$ cat config.mk
export PLATFORM = sky130hd
export DESIGN_NAME = gshare_pht
export DESIGN_NICKNAME = d
export VERILOG_FILES = /design/src/rtl/bp_pkg.sv /design/src/rtl/sat_ctr_next.sv /design/src/rtl/gshare_pht.sv
export SDC_FILE = /design/constraint.sdc
export NUM_CORES = 1
export LEC_CHECK = 0
export CORE_MARGIN = 3
export CORE_UTILIZATION = 50
export DETAILED_ROUTE_END_ITERATION = 6
export PLACE_DENSITY = 0.8
export SYNTH_ARGS = -nofsm -noshare
export SYNTH_HDL_FRONTEND = slang
export SYNTH_HIERARCHICAL = 1
export SYNTH_SLANG_ARGS = --single-unit
$ cat constraint.sdc
create_clock -name clk -period 6.8 [get_ports clk]
set_input_delay 1.02 -clock clk [delete_from_list [all_inputs] [get_ports clk]]
set_output_delay 1.02 -clock clk [all_outputs]
set_load 0.01 [all_outputs]
$ cat src/rtl/bp_pkg.sv
// Shared branch-predictor definitions: FSM states, counter constants and
// the gshare index hash, reused by the predictor family.
package bp_pkg;

    localparam int HASH_W = 32;

    typedef enum logic [1:0] {
        ST_RESET,
        ST_INIT,
        ST_RUN
    } bp_state_e;

    // Weak-not-taken value for a counter of ctr_bits: 2^(ctr_bits-1)-1.
    function automatic int unsigned ctr_weak_nt(input int unsigned ctr_bits);
        return (32'd1 << (ctr_bits - 1)) - 32'd1;
    endfunction

    // Callers zero-extend both operands and keep the low index bits.
    function automatic logic [HASH_W-1:0] pht_hash(input logic [HASH_W-1:0] pc_field,
                                                   input logic [HASH_W-1:0] hist);
        return pc_field ^ hist;
    endfunction

endpackage

$ cat src/rtl/sat_ctr_next.sv
// Next-count logic for a W-bit saturating up/down direction counter.
module sat_ctr_next #(
    parameter int W = 2
) (
    input  logic [W-1:0] ctr,
    input  logic         taken,
    output logic [W-1:0] ctr_next
);

    always_comb begin
        ctr_next = ctr;
        if (taken && (ctr != '1)) begin
            ctr_next = ctr + 1'b1;
        end else if (!taken && (ctr != '0)) begin
            ctr_next = ctr - 1'b1;
        end
    end

endmodule

$ cat src/rtl/gshare_pht.sv
// Gshare direction predictor: PC xor speculative GHR indexes a table of
// saturating counters; GHR is repaired on mispredict; table swept after reset.
//
// state    | meaning
// ST_RESET | held by rst; first edge after release writes entry 0
// ST_INIT  | sweep writes weak-not-taken to entries 1..2^INDEX_BITS-1
// ST_RUN   | normal predict/update operation
module gshare_pht
    import bp_pkg::*;
#(
    parameter int PC_WIDTH   = 16,
    parameter int PC_LSB     = 2,
    parameter int INDEX_BITS = 8,
    parameter int HIST_BITS  = 8,
    parameter int CTR_BITS   = 2
) (
    input  logic                 clk,
    input  logic                 rst,
    input  logic [PC_WIDTH-1:0]  PC,
    input  logic                 pred_en,
    output logic                 is_taken_predict,
    output logic [HIST_BITS-1:0] ghr_snapshot,
    input  logic                 we,
    input  logic [PC_WIDTH-1:0]  PC_actual,
    input  logic [HIST_BITS-1:0] ghr_actual,
    input  logic                 is_taken_actual,
    input  logic                 mispredict,
    output logic                 init_busy
);

    localparam int DEPTH = 2 ** INDEX_BITS;
    localparam logic [CTR_BITS-1:0] WEAK_NT = CTR_BITS'(ctr_weak_nt(CTR_BITS));

    if (HIST_BITS < 1 || HIST_BITS > INDEX_BITS || CTR_BITS < 1) begin : g_bad_params
        $error("gshare_pht: illegal HIST_BITS/CTR_BITS");
    end

    bp_state_e             state_q, state_d;
    logic [INDEX_BITS-1:0] sweep_cnt;
    logic                  sweep_we;
    logic                  run;

    logic [CTR_BITS-1:0]   pht [DEPTH];
    logic [CTR_BITS-1:0]   wr_cur, wr_next;

    logic [HIST_BITS-1:0]  ghr_q, ghr_spec, ghr_fix;

    logic [HASH_W-1:0]            rd_hash, wr_hash;
    logic [INDEX_BITS-1:0]        rd_idx, wr_idx;
    logic [HASH_W-INDEX_BITS-1:0] unused_rd_hi, unused_wr_hi;
    logic                         unused_pc_bits;

    assign rd_hash = pht_hash(HASH_W'(PC[PC_LSB +: INDEX_BITS]), HASH_W'(ghr_q));
    assign wr_hash = pht_hash(HASH_W'(PC_actual[PC_LSB +: INDEX_BITS]), HASH_W'(ghr_actual));
    assign {unused_rd_hi, rd_idx} = rd_hash;
    assign {unused_wr_hi, wr_idx} = wr_hash;
    assign unused_pc_bits = ^{PC, PC_actual};

    always_ff @(posedge clk or posedge rst) begin
        if (rst) begin
            state_q   <= ST_RESET;
            sweep_cnt <= '0;
        end else begin
            state_q <= state_d;
            if (sweep_we) begin
                sweep_cnt <= sweep_cnt + 1'b1;
            end
        end
    end

    always_comb begin
        state_d  = state_q;
        sweep_we = 1'b0;
        run      = 1'b0;
        case (state_q)
            ST_RESET: begin
                sweep_we = 1'b1;
                state_d  = ST_INIT;
            end
            ST_INIT: begin
                sweep_we = 1'b1;
                if (sweep_cnt == '1) begin
                    state_d = ST_RUN;
                end
            end
            ST_RUN: begin
                run = 1'b1;
            end
            default: begin
                state_d = ST_RESET;
            end
        endcase
    end

    assign init_busy        = !run;
    assign is_taken_predict = run & pht[rd_idx][CTR_BITS-1];
    assign ghr_snapshot     = ghr_q;

    if (HIST_BITS == 1) begin : g_hist1
        assign ghr_spec = is_taken_predict;
        assign ghr_fix  = is_taken_actual;
    end else begin : g_histn
        assign ghr_spec = {ghr_q[HIST_BITS-2:0], is_taken_predict};
        assign ghr_fix  = {ghr_actual[HIST_BITS-2:0], is_taken_actual};
    end

    // Repair wins over the speculative shift in the same cycle.
    always_ff @(posedge clk or posedge rst) begin
        if (rst) begin
            ghr_q <= '0;
        end else if (!run) begin
            ghr_q <= '0;
        end else if (we && mispredict) begin
            ghr_q <= ghr_fix;
        end else if (pred_en) begin
            ghr_q <= ghr_spec;
        end
    end

    assign wr_cur = pht[wr_idx];

    sat_ctr_next #(
        .W(CTR_BITS)
    ) u_ctr_next (
        .ctr     (wr_cur),
        .taken   (is_taken_actual),
        .ctr_next(wr_next)
    );

    always_ff @(posedge clk) begin
        if (sweep_we) begin
            pht[sweep_cnt] <= WEAK_NT;
        end else if (run && we) begin
            pht[wr_idx] <= wr_next;
        end
    end

endmodule
## After elaboration in Yosys (flattened, before gate mapping)

Memory sizes are Yosys's and may differ from the RTL's.
Cells that the tools add are included.

- Bitwise operators: 4
- Reduce and logical (&&, ||, !) cells: 11
- Add/sub/neg operators: 3
- Equal/unequal tests: 6
- Multiplexer cells: 17

Operators by type and width:

| kind | count |
|---|---|
| $mux W8 | 4 |
| $xor A8 B8 Y8 | 2 |
| $add A8 B1 Y8 const B | 1 |
| $eq A8 B8 Y1 const B | 1 |
| $mux W1 | 8 |
| $mux W2 | 4 |
| $pmux W2 S3 | 1 |
| $logic_and A1 B1 Y1 | 4 |
| $ne A2 B2 Y1 const B | 2 |
| $reduce_or A2 Y1 | 2 |
| $ne A3 B2 Y1 const B | 1 |
| $add A2 B1 Y2 const B | 1 |
| $eq A2 B1 Y1 const B | 1 |
| $eq A2 B2 Y1 const B | 1 |
| $logic_not A1 Y1 | 2 |
| $logic_not A2 Y1 | 1 |
| $reduce_and A2 Y1 | 1 |
| $reduce_bool A2 Y1 | 1 |
| $sub A2 B1 Y2 const B | 1 |
| $and A1 B1 Y1 | 1 |
| $not A1 Y1 | 1 |

- Input bits: 46
- RAM bits: 512
- Output and inout port bits: 10
- Bits in registers: 18
- Memories kept: 1
- Logic and storage cells: 45

Memories:

| memory | words | width | read ports | clocked after Yosys merged registers in | write ports | RTL line | source |
|---|---|---|---|---|---|---|---|
| pht | 256 | 2 | 2 | 0 | 1 | gshare_pht.sv:43 | `logic [CTR_BITS-1:0] pht [DEPTH];` |

## Longest topological paths before layout

- Word-level depth: 8
- Mapped depth: 14
- Gate-level depth less buffers: 12

## Modules after synthesis

Netlist, hierarchy kept.

Modules (own cells, without submodules):

| module | area an instance (µm²) | cells each | sequential area each (µm²) | times used |
|---|---|---|---|---|
| gshare_pht | 24232.0 | 1390 | 15825.2 | 1 |
| sat_ctr_next | 60.1 | 7 | 0.0 | 1 |

## Least setup slack after synthesis

OpenSTA, ideal clock, no wires.

- Path kind: in2reg
- Start: input port PC_actual[3]
- End: memory pht[0][1], data pin
- Arrival: 7.172 ns
- Required time: 5.925 ns
- Cell stages on the path: 13
- Path buffers: 3
- Setup slack: -1.247 ns
- Library setup time: 0.875 ns
- Cells stage by stage: xor2_1 > buf_2 > buf_2 > buf_2 > mux4_1 > mux4_2 > mux4_2 > a211oi_2 > a21oi_1 > inv_1 > ha_1 > a21o_2 > and3_1

- Word-level cells in the longest chain between the ends: 7
- Elaborated cells on any way between the ends: 11
- Those cells by class: add/sub (2); eq/ne (1); mux (3); bitwise (1); reduce/logical (3); memory (1)

RTL lines:

| item | RTL line | source |
|---|---|---|
| start, declared | gshare_pht.sv:24 | `input logic [PC_WIDTH-1:0] PC_actual,` |
| $xor A8 B8 Y8 * | bp_pkg.sv:21 | `return pc_field ^ hist;` |
| $mem_v2 Z256 W2 * | -- |  |
| named net wr_cur[0] | gshare_pht.sv:44 | `logic [CTR_BITS-1:0] wr_cur, wr_next;` |
| parallel branches: the longest is 3 deep, another holds $sub A2 B1 Y2 | -- |  |
| $mux W2 * | sat_ctr_next.sv:12 | `if (taken && (ctr != '1)) begin` |
| named net wr_next[1] | gshare_pht.sv:44 |  |
| $mux W2 (no line) * | -- |  |
| end, declared | gshare_pht.sv:43 |  |

Mark *: on every way through the listed nets, which the timed path passes.

## Worst setup path after layout

- Start: input port PC[2]
- End: output port is_taken_predict

- Word-level cells in the longest chain between the ends: 3

RTL lines:

| item | RTL line | source |
|---|---|---|
| start, declared | gshare_pht.sv:19 | `input logic [PC_WIDTH-1:0] PC,` |
| $xor A8 B8 Y8 | bp_pkg.sv:21 |  |
| $mem_v2 Z256 W2 | -- |  |
| $and A1 B1 Y1 | gshare_pht.sv:96 | `assign is_taken_predict = run & pht[rd_idx][CTR_BITS-1];` |
| end, declared | gshare_pht.sv:21 | `output logic is_taken_predict,` |

Every way passes these cells.

==> impl_metrics.yaml <==
final_layout:
  drive_above_1_share_pct: 23.63
  antenna_cells: 0
  nNetsFinal: 1489
  postLayoutCoreUtil_pct: 57.11
  area_growth_pct: 12.49
timing:
  setup_slack_ps: 921.8
  finalClockSkew_ps: 29.14
  hold_viol: 0
  holdWs_ps: 509.5
  tightest_slew_ps: 1471
  relSlewSlack_pct: 0.8964
  period_minus_slack_ps: 5878
  finalSetupViolCount: 0
  max_freq_mhz: 170.1
  fin_crit_sh_pct: 86.44
  fin_setup_tns_ps: 0
  rsz0062_at_grt: "no"
  slew_violations: 0
floorplan:
  start_util_pct: 50.77
  rows: 80
  chipWidth_um: 226.4
  ios: 56
  die_y_um: 226.4
  core_area_mm2: 0.04785
  die-area_mm2: 0.05127
worst_hold_path:
  min_path_cells: 1
  holdCritPathClass: "flip-flop to flip-flop"
power:
  peakVddDrop_uv: 222.3
  p_leak_nw: 7.796
  power_density_mw_per_mm2: 248.9
  total_power_mw: 6.800
detailed_routing:
  ant_nets: 0
  avgViaCountPerCell: 6.829
  routedWlPerCell_um: 29.82
  drt-initial-drc-count: 2144
  firstDrtPassIters: 7
  vias: 14310
  routed_wirelength_um: 62500
  drc_errors: 2
worst_setup_path:
  worstSetupPathType: "input port to output pin"
  crit_buf_inv: 3
  timing.rr.end: "pht[116][1]$_DFFE_PP_"
  crit_path_cell_trace: "clkdlybuf4s50_1 -> xor2_4 -> buf_12 -> mux4_2 -> mux2i_1 -> o21ai_0 -> a211oi_1 -> o211ai_1 -> and3_1 -> clkdlybuf4s50_1"
  crit_end: "is_taken_predict"
  cp_slowest_cell: "clkdlybuf4s50_1"
  reg2reg_from: "state_q[1]$_DFFE_PP0P_"
  end_kind: "output pin"
  crit_fanout: 55
  reg2reg_slack_ps: 2430
  crit_arrival_ps: 4860
  cp_num_cells: 10
  crit_top_cell: "clkdlybuf4s50_1"
  crit_path_start: "PC[2]"
  cp_top_family: "buffers and inverters"
  slowest_delay_ps: 650
  start_kind: "input port"
  required_ps: 5780
  reg2regPathDepth: 6
synth:
  syn_avg_cell_area_um2: 17.39
  dominantRegCellSynth: "edfxtp_1"
  netlist_instances: 1397
  synth-edff-count: 512
  syn_nets: 1446
  syn-cell-area_mm2: 0.02429
  ys_seq_area_share_pct: 65.15
  async_flop_share_pct: 3.396
  yosysWarnings: 6
  ys_types: 47
  ys_ff_latch: 530
placement:
  place.gp.congestion: 0.8684
  io_buffers: 39
  dp_hpwl_um: 38320
  place_ws_ps: 761.5
outcome:
  violations: "DRC, capacitance limit"
  status: "finished, violations left"
cts:
  cts_buffer_depth: 3
  cts.clk_slew.worst_paths_ps: 60
  clock_sinks: 530
  cts_tree: "done"
  clk_latency_ps: 600
  cts_root_buf: "clkbuf_16"
  postCtsHoldBufs: 0
  cts.repair.resized: 0
  cts_made_buffers: 50
  ctsHtreeMaxLevel: 2
  post_cts.repair.setup_buffers: 0
flow_run:
  max-cap-violations: 1
global_routing:
  antenna_found_initial: 0
  track_usage_pct: 24.56
  grt_max_degree: 133
  grt_pass1_vias: 14370
  grt-ovfl-total: 0
  grt_pass1_wl_um: 92110
cell type report:
type | count | area [µm²]
Fill cell | 3406 | 20520
Sequential cell | 530 | 15830
Inverter | 7 | 26.28
Clock buffer | 61 | 1314
Multi-Input combinational cell | 764 | 8112
Timing Repair Buffer | 87 | 950.9
Tap cell | 615 | 769.5
Clock inverter | 32 | 327.8
kinds of logic (layout without fill, tap and decap cells):
logic type,count (synthesis),in the layout,synth area share (%)
flip-flops,530,530,65.15
buffers and inverters,103,187,2.029
multiplexers,252,252,22.52
adder cells (fa/ha/maj),3,3,0.1545
AND/OR/NAND/NOR,400,400,6.711
AO/OA/AOI/OAI,77,77,2.220
XOR/XNOR,32,32,1.216
synthesized netlist by cell type, types with 4 or more instances:
master,number,area [µm²]
o21ai_0,9,45.04
nor2b_1,5,31.28
nand3b_1,6,45.04
xor2_1,13,113.9
clkbuf_1,53,198.9
nor3_1,8,40.04
nor2_1,281,1055
o31ai_1,13,97.59
a31oi_1,7,43.79
mux4_2,213,4797
mux2i_1,16,160.2
nand3_1,35,175.2
a21oi_1,11,55.05
dfrtp_1,18,450.4
mux2_2,6,67.56
inv_1,7,26.28
buf_2,31,155.2
o311ai_0,4,35.03
a211oi_1,10,75.07
o211ai_1,9,67.56
o2111ai_1,4,35.03
nand2_1,51,191.4
buf_6,6,67.56
xnor2_1,17,148.9
mux4_1,17,446.7
edfxtp_1,512,15370
through the flow:
stage	instance area (µm²)	instances
global placement	25680	2003
finish	27330	2096
floorplan	24290	1397
global route	27330	2096
CTS	27330	2096
detailed placement	25680	2003
cell usage in the layout, fill, tap and decap left out, types with 3 or more instances in the layout:
cell	count
o21ai_0	9
a31oi_1	7
clkbuf_1	10
dfrtp_1	18
xor2_4	5
o2111ai_1	4
ha_1	3
a21oi_1	11
buf_12	16
nand2_1	51
buf_4	32
nand4_1	3
mux2i_1	16
o311ai_0	4
bufinv_16	7
mux4_2	213
a211oi_1	10
edfxtp_1	512
nor3_1	8
xor2_1	7
clkbuf_16	51
inv_1	7
mux2_2	6
clkinv_2	8
o31ai_1	13
nor2b_1	5
xnor2_1	15
nor2_1	281
clkdlybuf4s50_1	39
nand3b_1	6
clkinv_1	14
o211ai_1	9
nand3_1	35
mux4_1	17
flip-flops by register name, indices dropped and copies added (netlist names):
signal,count
pht,512
ghr_snapshot,8
sweep_cnt,8
state_q,2
routing by layer:
metal  routed length (µm)  vias up  part of all wire (%)  GRT usage [%]
met1                22270     7341                    36          32.76
li1                     -     5722                     -              -
met5                    0        -                     0              0
met2                29720     1054                    48          38.93
met3                 7591      197                    12          6.460
met4                 2919        0                   4.7          10.25
power breakdown:
part	switching, mW	internal (mW)	total (mW)
combinational	0.242	0.200	0.443
sequential	0	3.52	3.52
clock	1.20	1.64	2.83
worst min path at each step:
stage	start	end	slack [ps]
6_report	sweep_cnt[6]$_DFFE_PP0P_	sweep_cnt[6]$_DFFE_PP0P_	510
5_1_grt	sweep_cnt[7]$_DFFE_PP0P_	sweep_cnt[7]$_DFFE_PP0P_	520
4_1_cts	sweep_cnt[6]$_DFFE_PP0P_	sweep_cnt[6]$_DFFE_PP0P_	510
3_5_place_dp	sweep_cnt[6]$_DFFE_PP0P_	sweep_cnt[6]$_DFFE_PP0P_	500
3_3_place_gp	sweep_cnt[7]$_DFFE_PP0P_	sweep_cnt[7]$_DFFE_PP0P_	490
2_1_floorplan	sweep_cnt[6]$_DFFE_PP0P_	sweep_cnt[6]$_DFFE_PP0P_	460
worst reg2reg max path: stages (launching register included):
cell     delay (ps)
dfrtp_1         470
nor2b_1         220
inv_1           320
nor2_1          270
o31ai_1        1020
nand3_1        1210
nor2_1          530
No activity file was read; power rests on OpenSTA's default activity.
